File: src/rtl/hr_rd_capture.sv
// rtl/hr_rd_capture.sv - HyperRAM read-data capture: pairs IDDR DQ bytes by RWDS into 16-bit words
// Handles both RWDS phase alignments and aborts a burst after TIMEOUT idle samples.
module hr_rd_capture #(
  parameter int TIMEOUT = 64
) (
  input  logic        clk,
  input  logic        reset,
  input  logic        rd_start,
  input  logic [7:0]  rd_len,
  input  logic [7:0]  dq_ris,
  input  logic [7:0]  dq_fal,
  input  logic        rwds_ris,
  input  logic        rwds_fal,
  output logic [15:0] rd_d,
  output logic        rd_rdy,
  output logic        rd_done,
  output logic        rd_timeout,
  output logic [7:0]  rd_cnt,
  output logic        busy
);

  typedef enum logic [1:0] {IDLE, WAIT_RWDS, DATA, FINISH} state_t;

  localparam logic [7:0] TMO_LAST = 8'(TIMEOUT - 1);

  state_t      r_state;
  state_t      w_next;
  logic [7:0]  r_len;
  logic [7:0]  r_cnt;
  logic [7:0]  r_timer;
  logic [7:0]  r_held_msb;
  logic        r_held_vld;
  logic        r_align;
  logic [15:0] r_d;
  logic        r_rdy;
  logic        r_done;
  logic        r_timeout;

  logic        w_start;
  logic        w_cap;
  logic        w_mis_entry;
  logic        w_hold_ld;
  logic        w_hold_clr;
  logic        w_tmo;
  logic [15:0] w_word;
  logic [7:0]  w_cnt_nxt;

  assign w_start   = (r_state == IDLE) && rd_start;
  assign w_cnt_nxt = r_cnt + 8'd1;

  always_ff @(posedge clk) begin
    if (reset) r_state <= IDLE;
    else       r_state <= w_next;
  end

  always_comb begin
    w_next      = r_state;
    w_cap       = 1'b0;
    w_mis_entry = 1'b0;
    w_hold_ld   = 1'b0;
    w_hold_clr  = 1'b0;
    w_tmo       = 1'b0;
    w_word      = 16'h0000;
    case (r_state)
      IDLE: begin
        if (rd_start) w_next = (rd_len != 8'd0) ? WAIT_RWDS : FINISH;
      end
      WAIT_RWDS: begin
        if (rwds_ris && !rwds_fal) begin
          w_cap  = 1'b1;
          w_word = {dq_ris, dq_fal};
        end else if (!rwds_ris && rwds_fal) begin
          w_mis_entry = 1'b1;
          w_next      = DATA;
        end
      end
      DATA: begin
        if (!r_align) begin
          if (rwds_ris && !rwds_fal) begin
            w_cap  = 1'b1;
            w_word = {dq_ris, dq_fal};
          end
        end else begin
          // Shifted phase: the held falling byte pairs with this cycle's rising byte.
          if (!rwds_ris && r_held_vld) begin
            w_cap  = 1'b1;
            w_word = {r_held_msb, dq_ris};
          end
          w_hold_ld  = rwds_fal;
          w_hold_clr = !rwds_fal;
        end
      end
      FINISH: w_next = IDLE;
      default: w_next = IDLE;
    endcase
    if (r_state == WAIT_RWDS || r_state == DATA) begin
      if (w_cap) begin
        w_next = (w_cnt_nxt == r_len) ? FINISH : DATA;
      end else if (r_timer == TMO_LAST) begin
        w_tmo  = 1'b1;
        w_next = IDLE;
      end
    end
  end

  always_ff @(posedge clk) begin
    if (reset) begin
      r_len      <= 8'd0;
      r_cnt      <= 8'd0;
      r_timer    <= 8'd0;
      r_held_msb <= 8'd0;
      r_held_vld <= 1'b0;
      r_align    <= 1'b0;
      r_d        <= 16'h0000;
      r_rdy      <= 1'b0;
      r_done     <= 1'b0;
      r_timeout  <= 1'b0;
    end else begin
      r_rdy     <= w_cap;
      r_done    <= (r_state == FINISH);
      r_timeout <= w_tmo;
      if (w_cap) begin
        r_d     <= w_word;
        r_cnt   <= w_cnt_nxt;
        r_timer <= 8'd0;
      end else if (r_state != IDLE) begin
        r_timer <= r_timer + 8'd1;
      end
      if (w_start) begin
        r_len      <= rd_len;
        r_cnt      <= 8'd0;
        r_timer    <= 8'd0;
        r_align    <= 1'b0;
        r_held_vld <= 1'b0;
      end
      if (w_mis_entry) begin
        r_align    <= 1'b1;
        r_held_msb <= dq_fal;
        r_held_vld <= 1'b1;
      end else if (w_hold_ld) begin
        r_held_msb <= dq_fal;
        r_held_vld <= 1'b1;
      end else if (w_hold_clr) begin
        r_held_vld <= 1'b0;
      end
    end
  end

  assign rd_d       = r_d;
  assign rd_rdy     = r_rdy;
  assign rd_done    = r_done;
  assign rd_timeout = r_timeout;
  assign rd_cnt     = r_cnt;
  assign busy       = (r_state != IDLE);

endmodule
File: config.mk
export PLATFORM = sky130hd
export DESIGN_NAME = hr_rd_capture
export DESIGN_NICKNAME = d
export VERILOG_FILES = /design/src/rtl/hr_rd_capture.sv
export SDC_FILE = /design/constraint.sdc
export NUM_CORES = 1
export LEC_CHECK = 0
export BUFFER_PORTS_ARGS = -buffer_cell sky130_fd_sc_hd__buf_2
export CAP_MARGIN = 20
export CORE_UTILIZATION = 40
export CTS_CLUSTER_SIZE = 14
export DETAILED_ROUTE_END_ITERATION = 10
export GPL_ROUTABILITY_DRIVEN = 0
export HOLD_SLACK_MARGIN = 0.05
export SETUP_SLACK_MARGIN = 0.1
export SYNTH_ARGS = -nofsm -noshare
export SYNTH_HDL_FRONTEND = slang
export SYNTH_SLANG_ARGS = --single-unit
File: constraint.sdc
create_clock -name clk -period 5.2 [get_ports clk]
set_input_delay 0.52 -clock clk [delete_from_list [all_inputs] [get_ports clk]]
set_output_delay 0.52 -clock clk [all_outputs]
set_load 0.1 [all_outputs]
* After elaboration in Yosys (flattened, before gate mapping) *
Cells that the tools add are included.

storage, ports and cells
  bits in registers = 55
  input port bits = 29
  output and inout port bits = 28
  word-level logic and storage cells = 67

cells by class
  add/sub/neg operators = 2
  equal/unequal tests = 5
  muxes and demuxes = 32
  bitwise gates (word level) = 1
  reductions and logical operators = 16

operators with widths
  operator                                        count
  two-way mux 16 bit                              3
  case mux 16 bit (2 select lines)                1
  two-way mux 1 bit                               17
  adder 8 x 1 -> 8 bit (second input constant)    2
  two-way mux 8 bit                               2
  two-way mux 2 bit                               7
  == test 8 x 6 -> 1 bit (second input constant)  1
  == test 8 bit                                   1
  nonzero test 8 bit                              1
  case mux 2 bit (3 select lines)                 1
  nonzero test 2 bit                              3
  OR reduction 3 bit                              2
  == test 2 bit (second input constant)           2
  logical AND 1 bit                               4
  nonzero test 4 bit                              1
  == test 2 x 1 -> 1 bit (second input constant)  1
  logical NOT 1 bit                               2
  logical NOT 2 bit                               1
  case mux 1 bit (2 select lines)                 1
  OR reduction 2 bit                              1
  logical OR 1 bit                                1
  inverter 1 bit                                  1

* Logic depth before layout (Yosys ltp) *
Gate-level depths: netlist of run 1.

  depth after elaboration = 8
  depth in mapped cells = 9
  depth with buffers taken out = 7

* Worst setup path before layout of run 1 *
Ideal clock, no wire load.

  path kind = register -> register
  from = register r_cnt[0] (netlist: rd_cnt[0])
  to = register r_state[0]
  library setup time = 59 ps
  data arrival time = 2260 ps
  data required time = 5141 ps
  setup slack = 2881 ps
  stages on the path, launching flop included = 6
  path buffers = 0
  period minus slack after synthesis = 2319 ps
  cells stage by stage = dfxtp_1 ha_1 xor2_1 or4_1 nor3_1 a31o_1

on the way
  longest elaborated chain between the ends = 5

RTL lines
  item                    line  text
  from (decl)             29    logic [7:0] r_cnt;
  from (signal assigned)  124   r_cnt <= w_cnt_nxt;
  adder 8 x 1 -> 8 bit    49    assign w_cnt_nxt = r_cnt + 8'd1;
  via w_cnt_nxt[1]        46    logic [7:0] w_cnt_nxt;
  == test 8 bit           98    w_next = (w_cnt_nxt == r_len) ? FINISH : DATA;
  two-way mux 1 bit       98
  two-way mux 2 bit       97    if (w_cap) begin
  two-way mux 2 bit       96    if (r_state == WAIT_RWDS || r_state == DATA) begin
  to (signal assigned)    53    else r_state <= w_next;
  to (decl)               26    state_t r_state;

The timed path passes the listed nets, and every way through them passes these cells.
A chain may end at the register's enable or synchronous reset.

* Final worst setup path of run 1 *
  from = register r_state[1]
  to = register r_timeout (netlist: rd_timeout)

on the way
  longest elaborated chain between the ends = 4
  elaborated cells on any way between the ends = 6
  those cells by class = eq/ne (2); mux (1); bitwise (1); reduce/logical (2)

RTL lines
  item                                                                   line  text
  parallel branches: the longest is 3 deep, another holds == test 2 bit  -
  OR reduction 3 bit (no source line) *                                  -
  to (signal assigned)                                                   121   r_timeout <= w_tmo;
  to (decl)                                                              37    logic r_timeout;

Mark *: on every way between the ends.

==> results of run 1 <==
==> Yosys cell counts (all sizes together) (3+ instances only) <==
library cell and n:
and3 5, nand3 6, clkbuf 6, a22oi 18
buf 8, o2111ai 3, inv 8, o2bb2ai 16
a21oi 14, dfxtp 55, and2 3, nor3b 3
nor2 29, ha 7, xnor2 10, or4 3
xor2 13, o21ai 7, nand2 27, nor2b 5
mux2i 10
==> cell families after synthesis <==
| kind of cell | share of synthesized area (%) |
|---|---|
| fa+ha+maj | 3.47 |
| flops | 43.6 |
| simple gates | 17.8 |
| compound gates | 18.8 |
| mux | 3.96 |
| xor+xnor | 7.97 |
| buf+inv | 4.36 |
==> path summary, 6_finish.rpt <==
path / to / slack, ns / start
min: r_len[7]$_SDFFE_PP0P_ / 0.45 / rd_len[7]
min reg2reg: rd_d[2]$_SDFFE_PP0P_ / 0.47 / rd_d[2]$_SDFFE_PP0P_
max reg2reg: rd_timeout$_SDFF_PP0_ / 2.57 / r_state[1]$_SDFF_PP0_
max: rd_timeout$_SDFF_PP0_ / 2.57 / r_state[1]$_SDFF_PP0_
==> per-stage QoR <==
stage	utilization [%]	cell area [um^2]	hold slack, ns	cells	setup slack [ns]
2_1_floorplan	-	2530	0.448	274	2.88
3_3_place_gp	47.1	2820	0.442	391	2.68
3_5_place_dp	47.1	2820	0.445	391	2.62
4_1_cts	48.6	2910	0.442	399	2.61
5_1_grt	48.6	2910	0.452	399	2.42
6_report	48.6	2910	0.449	399	2.57
==> state kept, by name, indices dropped and copies added, names as in the netlist <==
register / cells
r_align: 1
r_held_msb: 8
r_held_vld: 1
r_len: 8
r_state: 2
r_timer: 8
rd_cnt: 8
rd_d: 16
rd_done: 1
rd_rdy: 1
rd_timeout: 1
==> worst max-delay path, delay by kind of cell (launching register included) <==
family	cells	cell delay [ns]
simple gates	4	1.58
fa+ha+maj	1	0.22
compound gates	1	0.25
flops	1	0.47
==> power by group through the flow <==
stage	clock network (uW)	registers [uW]	logic, uW
after floorplan	0	461	69.7
after global placement	0	450	110
after detailed placement	0	450	110
after CTS	251	440	110
after global routing	268	442	121
final	241	440	110
==> area by class of cell <==
type | instances | area (um^2) | area share, %
well taps | 75 | 93.8 | 3.22
flip-flops and latches | 55 | 1100 | 37.8
repair buffers | 56 | 280 | 9.62
clock inverters | 3 | 25.0 | 0.859
inverters | 8 | 30.0 | 1.03
clock buffers | 5 | 68.8 | 2.36
multi-input cells | 197 | 1320 | 45.1
==> routing by layer <==
metal	part of all wire [%]	vias up	GRT usage (%)
met3	4.0	5	3.44
met1	51	967	24.7
met2	44	41	27.3
li1	-	1074	-
met4	1.0	0	4.82
met5	0	-	0
==> impl_results.md, run 1 <==
* Status: finished, final reports clean
* Site Rows at 28
* CP Class: reg -> reg
* Height of the die at 81.5 um
* Hold path cells at 3
* F_max at 381 MHz
* CTS root buffer: clkbuf_8
* Leakage at 0.00124 uW
* # clock sinks at 55
* Sequential cell area fraction in the yosys report at 43.6%
* Synth area leader: dfxtp_1
* Netlist cell types at 42
* Post-CTS setup buffers at 0
* H-tree Lvls at 2
* Via Count at 2087
* Vias in the first global route at 1831
* Worst-Margin Slew at 1.03 ns
* Pwr Density at 272 nW/um^2
* Drt via density at 5.23
* Core ar. at 5990 um^2
* Worst EP required at 5.40 ns
* Share of the synthesized area in the top cell type at 43.6%
* CP Max Fanout at 23
* GRT Util Overall at 17.6%
* Detailed Place HPWL at 4040 um
* Most frequent cells in the layout: 56 x buf_2, 55 x dfxtp_1, 29 x nor2_1, 26 x nand2_1, 18 x a22oi_1
* # diodes at 0
* Clk buf depth at 2
* Initial antenna violation count at 0
* Commonest non-fill, non-tap cell in the layout: buf_2
* R2R cell count at 6
* Top post-synthesis cells by area: dfxtp_1 44%, o2bb2ai_1 5.5%, a22oi_1 5.3%
* ANT nets after route at 0
* Iteration-0 DRC Markers at 127
* Top_reg_cell synth: dfxtp_1
* Sw frac at 28.9%
* Nets at 359
* Layout Skew at 0.00944 ns
* Port Buf Inserts at 56
* Fin. max-slew vios at 0
* Period utilisation layout at 50.5%
* Clock latency on the worst-skew pair at 0.31 ns
* P_sw at 229 uW
* # DRC at 0
* Worst setup SP type: flop
* Cell Int Power at 563 uW
* Syn Nets at 310
* Part of the power in registers at 55.6%
* Hold buffer count at CTS at 0
* Synth Cell Area at 2530 um^2
* First-pass GRT wire length at 8900 um
* Setup violations, final at 0
* DR WL/cell at 14.2 um
* FF+latch count, synth at 55
* Full die area at 6640 um^2
* Synth-to-layout area growth at 15.4%
* Max incr delay on CP at 0.76 ns
* Slew HR at 31.0%
* VDD IR max at 0.183 mV
* Gr ovfl total at 0
* Comb power frac at 13.9%
* Initial core utilization at 42.2%
* Crit end category: flop
* TritonCTS clock tree: yes
* # Max-Cap Violations at 0
* I/O pin count at 57
* Pre-antenna DRT Iters at 6
* Largest net degree at the start of global routing at 24
* Worst min path class: in -> reg
* Clk pwr share at 30.4%
* CTS clk-pin slew, worst paths at 0.10 ns
* # fillers at 577
* Crit-path cells: ha_1 > nand2_1 > nor3b_4 > o21ai_2 > and2_1 > nor2b_1
* EDFF count, synth at 0
* CTS buffer count at 5
* Syn_area_per_cell at 9.22 um^2
* Pwr Total at 792 uW
* Final Hold Violating Endpoints at 0
* Total negative slack at 0 ns
* Async set-reset flop share out of synthesis at 0%
* Post-Route WL at 5680 um
* Tmin final at 2.63 ns
* Crit path max-delay cell type: nor3b_4
* Yosys warning count at 0
* Cts repair resizes at 0
* Post-synthesis instance total at 274
* Die width at 81.5 um
* Share of cells above drive strength 1 at 21.3%
* Critical path arrival at 2.83 ns
* RSZ-0062 raised after global routing: no
(Power assumes the default switching activity.)
==> run 2, diff against run 1 <==
Settings changed: ABC_AREA set to 1.
Clock period 5.2 ns to 2.1 ns, I/O delays scaled along.
==> run 2 against run 1 <==
  * Routed wire length increased by 2.7%
  * Clock power grew to 3.0 times the previous value
  * First-iteration DRC count down 43%
  * Die area rose by 4.1%
  * Non-clock buffer count increased by 2
  * Largest cell class unchanged
  * Synthesized cell count increased by 23%
  * Global-route usage is 0.19 points higher
  * Critical path depth down 2
==> impl_results.md, run 2 <==
* Status: finished, final reports clean
* Die width at 83.1 um
* Most frequent cells in the layout: 60 x nand2_1, 56 x buf_2, 54 x dfxtp_1, 44 x inv_1, 28 x o21ai_0
* Top post-synthesis cells by area: dfxtp_1 42%, nand2_1 8.6%, inv_1 6.4%
* TritonCTS clock tree: yes
* Fin area at 3080 um^2
* Drt via density at 5.05
* First-pass GRT wire length at 9900 um
* Critical path arrival at 1.64 ns
* Clock latency on the worst-skew pair at 0.31 ns
* Post-Route WL at 5840 um
* Final Hold Violating Endpoints at 0
* Fin util at 48.6%
* RSZ-0062 raised after global routing: no
* Synth-to-layout area growth at 17.2%
* CTS clk-pin slew, worst paths at 0.10 ns
* # DRC at 0
* Part of the power in registers at 50.6%
* Number of flip-flops in the largest register at 16
* CTS buffer count at 5
* Register area at 1100 um^2
* Comb power frac at 17.1%
* Yosys warning count at 0
* VDD IR max at 0.314 mV
* ANT nets after route at 0
* GRT Util Overall at 17.8%
* Sequential cell area fraction in the yosys report at 41.8%
* Multi-input logic area at 1280 um^2
* P_sw at 641 uW
* Gr ovfl total at 0
* CTS root buffer: clkbuf_8
* Full die area at 6910 um^2
* Worst EP required at 1.89 ns
* Setup violations, final at 0
* Placed insts at 465
* DR WL/cell at 12.3 um
* EDFF count, synth at 0
* Share of cells above drive strength 1 at 22.2%
* I/O pin count at 57
* Pwr Total at 2200 uW
* Clk pwr share at 32.3%
* Synth Cell Area at 2630 um^2
* Commonest cells post-synth: 60 x nand2_1, 55 x dfxtp_1, 45 x inv_1
* Initial core utilization at 41.4%
* Crit-path cells: inv_1 > ha_2 > clkinvlp_4 > buf_2
* Initial antenna violation count at 0
* Core ar. at 6350 um^2
* Commonest non-fill, non-tap cell in the layout: nand2_1
* Worst setup SP type: flop
* Cell Int Power at 1560 uW
* # diodes at 0
* Layout Skew at 0.0103 ns
* Sw frac at 29.1%
* Worst min path class: in -> reg
* Share of the synthesized area in the top cell type at 41.8%
* Iteration-0 DRC Markers at 72
* Syn_area_per_cell at 7.78 um^2
* Site Rows at 29
* Vias in the first global route at 2125
* Total negative slack at 0 ns
* Tmin final at 1.85 ns
* Synth area leader: dfxtp_1
* CP Max Fanout at 7
* Syn Nets at 374
* Max incr delay on CP at 0.43 ns
* Crit path max-delay cell type: buf_2
* F_max at 541 MHz
* # fillers at 604
* Largest net degree at the start of global routing at 19
* Clk buf depth at 2
* Async set-reset flop share out of synthesis at 0%
* FF+latch count, synth at 55
* CP Class: reg -> out
* Count leader, synth: nand2_1
* Finished Layout Cells at 473
* Fin. max-slew vios at 0
* Worst-Margin Slew at 0.479 ns
* Via Count at 2390
* Period utilisation layout at 88.0%
* Placed cell area at 2970 um^2
* Pwr Density at 714 nW/um^2
* Port Buf Inserts at 56
* Post-synthesis instance total at 338
* Nets at 431
* Detailed Place HPWL at 4360 um
* Hold buffer count at CTS at 0
* H-tree Lvls at 2
* Netlist cell types at 37
* Top_reg_cell synth: dfxtp_1
* Pre-antenna DRT Iters at 4
* Leakage at 0.00140 uW
* # Max-Cap Violations at 0
* Height of the die at 83.1 um
* Slew HR at 68.0%
* Crit end category: primary output
* # clock sinks at 55
[run 2: cell types whose count changed in the layout (fill, tap and decap cells not counted), moves of 10 or more]
cell	change
a21oi_1	+10
a22o_1	+15
a22oi_1	-18
inv_1	+37
mux2i_1	-10
nand2_1	+34
nand3_1	+10
o21ai_0	+22
o2bb2ai_1	-16
xor2_1	-12
[run 2: power by group through the flow]
stage | combinational (uW) | clock [uW] | sequential, uW
3_3_place_gp | 374 | 0 | 1140
4_1_cts | 376 | 736 | 1110
5_1_grt | 420 | 781 | 1120
2_1_floorplan | 261 | 0 | 1160
3_5_place_dp | 375 | 0 | 1140
6_report | 377 | 711 | 1110
[run 2: worst max-delay path: cells and delay by family, from the launching register on]
kind | cells | cell delay (ns)
buffers and inverters | 3 | 0.67
DFF | 1 | 0.39
adders and majority gates | 1 | 0.27
[run 2: metal layers]
metal  wire [um]  part of all wire [%]  track usage (%)  vias up
met5           0                     0                0        -
met4          74                   1.3             5.80        0
met1        2790                    48             23.6     1084
met3         250                   4.3             3.78        6
li1            -                     -                -     1248
met2        2720                    47             28.8       52
[run 2: path summary, 6_finish.rpt]
check                                     to                   from  depth (start not counted)  slack, ns
setup / recovery                        busy  r_state[0]$_SDFF_PP0_                          4       0.25
hold / removal    r_held_msb[4]$_SDFFE_PP0P_              dq_fal[4]                          3       0.15
setup reg to reg       r_state[1]$_SDFF_PP0_  r_state[0]$_SDFF_PP0_                          9       0.28
hold reg to reg        r_len[6]$_SDFFE_PP0P_  r_len[6]$_SDFFE_PP0P_                          2       0.48
[run 2: cells by family (layout without fill, tap and decap cells)]
family	count (synthesis)	count (layout)	synth area share, %
adders and majority gates	7	7	3.33
DFF	55	55	41.8
xor gates and xnor gates	3	3	0.999
and+or+nand+nor	129	129	24.0
AOI/OAI and AO/OA	87	87	20.2
buffers and inverters	57	115	9.65
[run 2: area by class of cell]
type,count,share of cell area [%]
Timing Repair Buffer,58,9.58
Inverter,49,6.33
Clock inverter,3,1.50
Tap cell,77,3.12
Multi-Input combinational cell,226,41.5
Sequential cell,55,35.8
Clock buffer,5,2.23
[run 2: repair_timing]
action | in CTS | in global routing
setup endpoints to repair | 0 | 2
buffers inserted | 0 | 0
gates resized for setup | 0 | 1
[run 2: per-stage QoR]
stage,setup slack [ns],hold slack (ns)
after global routing,0.137,0.146
after detailed placement,0.246,0.456
after global placement,0.289,0.454
after CTS,0.147,0.139
after floorplan,0.0545,0.359
final,0.253,0.148
==> run 3, diff against run 2 <==
--- a/config.mk
+++ b/config.mk
@@ -10,3 +10,5 @@
 export CAP_MARGIN = 20
+export CORE_ASPECT_RATIO = 0.75
 export CORE_UTILIZATION = 40
+export CTS_BUF_LIST = sky130_fd_sc_hd__clkbuf_4
 export CTS_CLUSTER_SIZE = 14
==> constraint.sdc (replaced) <==
create_clock -name clk -period 2.1 [get_ports clk]
set_input_delay 0 -clock clk [delete_from_list [all_inputs] [get_ports clk]]
set_output_delay 0 -clock clk [all_outputs]
set_load 0.1 [all_outputs]
==> run 3 against run 2 <==
  * Sequential cell count stayed put
  * Routed wire length is 13% higher
  * Critical path type is now reg -> reg
  * Count of clock-buffer cells in the layout is 1 higher
  * Critical endpoint is now r_state[0]$_SDFF_PP0_
  * Maximum frequency hardly changed
  * Non-clock buffer count is 22 higher
  * Sequential share of layout area is 1.8 points lower
  * Core utilization is 2.8 points higher
  * Largest cell class unchanged
  * Sequential power hardly changed
==> impl_results.md, run 3 (synthesis gave the netlist of run 2 again) <==
* Clock latency on the worst-skew pair at 0.36 ns
* DR WL/cell at 13.2 um
* # DRC at 0
* Part of the power in registers at 56.5%
* RSZ-0062 raised after global routing: no
* Leakage at 0.00148 uW
* Status: finished, final reports clean
* Hold path start: rwds_fal
* Worst setup SP type: flop
* Port Buf Inserts at 56
* F_max at 541 MHz
* Slew HR at 66.1%
* Layout Skew at 0.00731 ns
* Number of flip-flops in the largest register at 16
* Drt via density at 5.04
* Post-Route WL at 6590 um
* Core ar. at 6320 um^2
* Critical path arrival at 2.16 ns
* # fillers at 651
* Worst-Margin Slew at 0.508 ns
* Clk pwr share at 22.5%
* Period utilisation layout at 88.0%
* # clock sinks at 55
* Gr ovfl total at 0
* Setup violations, final at 0
* Pre-antenna DRT Iters at 4
* # Max-Cap Violations at 0
* CTS clk-pin slew, worst paths at 0.14 ns
* # diodes at 0
* Die width at 95.7 um
* Final Hold Violating Endpoints at 0
* Site Rows at 25
* Clk buf depth at 2
* VDD IR max at 0.552 mV
* CTS buffer count at 5
* Worst min path class: in -> reg
* First-pass GRT wire length at 10400 um
* Via Count at 2515
* Vias in the first global route at 2215
* Synth-to-layout area growth at 23.3%
* Placed insts at 468
* Initial core utilization at 41.6%
* Sw frac at 30.8%
* P_sw at 610 uW
* I/O pin count at 57
* CP Class: reg -> reg
* Finished Layout Cells at 499
* Detailed Place HPWL at 4740 um
* H-tree Lvls at 2
* Tmin final at 1.85 ns
* Cell Int Power at 1370 uW
* CP startpoint: r_state[1]$_SDFF_PP0_
* CP Max Fanout at 17
* Height of the die at 72.2 um
* Share of cells above drive strength 1 at 21.1%
* Largest net degree at the start of global routing at 19
* ANT nets after route at 0
* Fin. max-slew vios at 0
* Crit end category: flop
* GRT Util Overall at 19.5%
* Pwr Density at 609 nW/um^2
* Reg2Reg Launch Point: r_state[1]$_SDFF_PP0_
* Nets at 453
* Initial antenna violation count at 0
* Iteration-0 DRC Markers at 113
* Comb power frac at 21.0%
* TritonCTS clock tree: yes
* Commonest non-fill, non-tap cell in the layout: nand2_1
* Total negative slack at 0 ns
* Full die area at 6910 um^2
* Worst EP required at 2.41 ns
* CTS root buffer: clkbuf_4
* Most frequent cells in the layout: 60 x nand2_1, 56 x buf_2, 54 x dfxtp_1, 44 x inv_1, 28 x o21ai_0
run 3: cell types whose count changed in the layout (fill, tap and decap cells not counted):
cell and delta:
clkinv_1 +2, nor2_2 -1, clkbuf_4 +6, buf_4 +2
clkbuf_8 -5, bufinv_16 -1, clkinvlp_4 -1, dlygate4sd3_1 +20
inv_6 -1, nor2_4 +1
run 3: through the flow:
step           power [uW]  setup WS (ns)  area [um^2]  hold WS (ns)  util (%)
2_1_floorplan        1420         0.0545         2640         0.149         -
5_1_grt              2080          0.103         3250        0.0726      51.4
6_report             1980          0.252         3250        0.0699      51.4
3_3_place_gp         1510          0.301         2960         0.256      46.9
3_5_place_dp         1510          0.249         2960         0.266      46.9
4_1_cts              1980          0.203         3220        0.0526      50.9
run 3: layer usage:
metal | vias up | share of wire [%] | GRT usage [%]
met5 | - | 0 | 0
met4 | 0 | 1.1 | 4.98
met1 | 1134 | 52 | 29.9
li1 | 1295 | - | -
met3 | 8 | 5.6 | 4.19
met2 | 78 | 42 | 27.5
run 3: worst paths after layout:
check        cells after the start               endpoint  slack, ns
min reg2reg                      2   rd_d[8]$_SDFFE_PP0P_       0.48
min                              5   r_align$_SDFFE_PP0P_       0.07
max                             11  r_state[0]$_SDFF_PP0_       0.25
max reg2reg                     11  r_state[0]$_SDFF_PP0_       0.25
run 3: layout make-up:
type	instances	area, um^2	share of cell area, %
inverter	49	195	6.01
tap	81	101	3.12
clock inverter	2	7.51	0.231
multi-input combinational	226	1280	39.6
sequential	55	1100	34.0
timing repair buffer	80	510	15.7
clock buffer	6	45.0	1.39
run 3: timing repair:
action / in CTS / in global routing
buffers inserted: 0 / 3
endpoints found under the hold margin: 24 / 0
setup endpoints to repair: 0 / 7
resized for setup: 0 / 2
hold buffers: 20 / 0
run 3: worst max-delay path, cell delays in order (launching register included):
cell     delay (ns)
dfxtp_1        0.40
inv_1          0.09
ha_1           0.22
inv_1          0.07
nand2_1        0.08
nand2_4        0.18
nand2_4        0.09
nand2_8        0.13
inv_8          0.07
nor2_8         0.24
nand4_1        0.12
nand2_1        0.09
run 3: power groups by stage:
| stage | combinational, uW | sequential (uW) | clock, uW |
|---|---|---|---|
| 2_1_floorplan | 261 | 1160 | 0 |
| 3_3_place_gp | 374 | 1140 | 0 |
| 3_5_place_dp | 374 | 1140 | 0 |
| 4_1_cts | 405 | 1120 | 457 |
| 5_1_grt | 458 | 1120 | 500 |
| 6_report | 415 | 1120 | 444 |
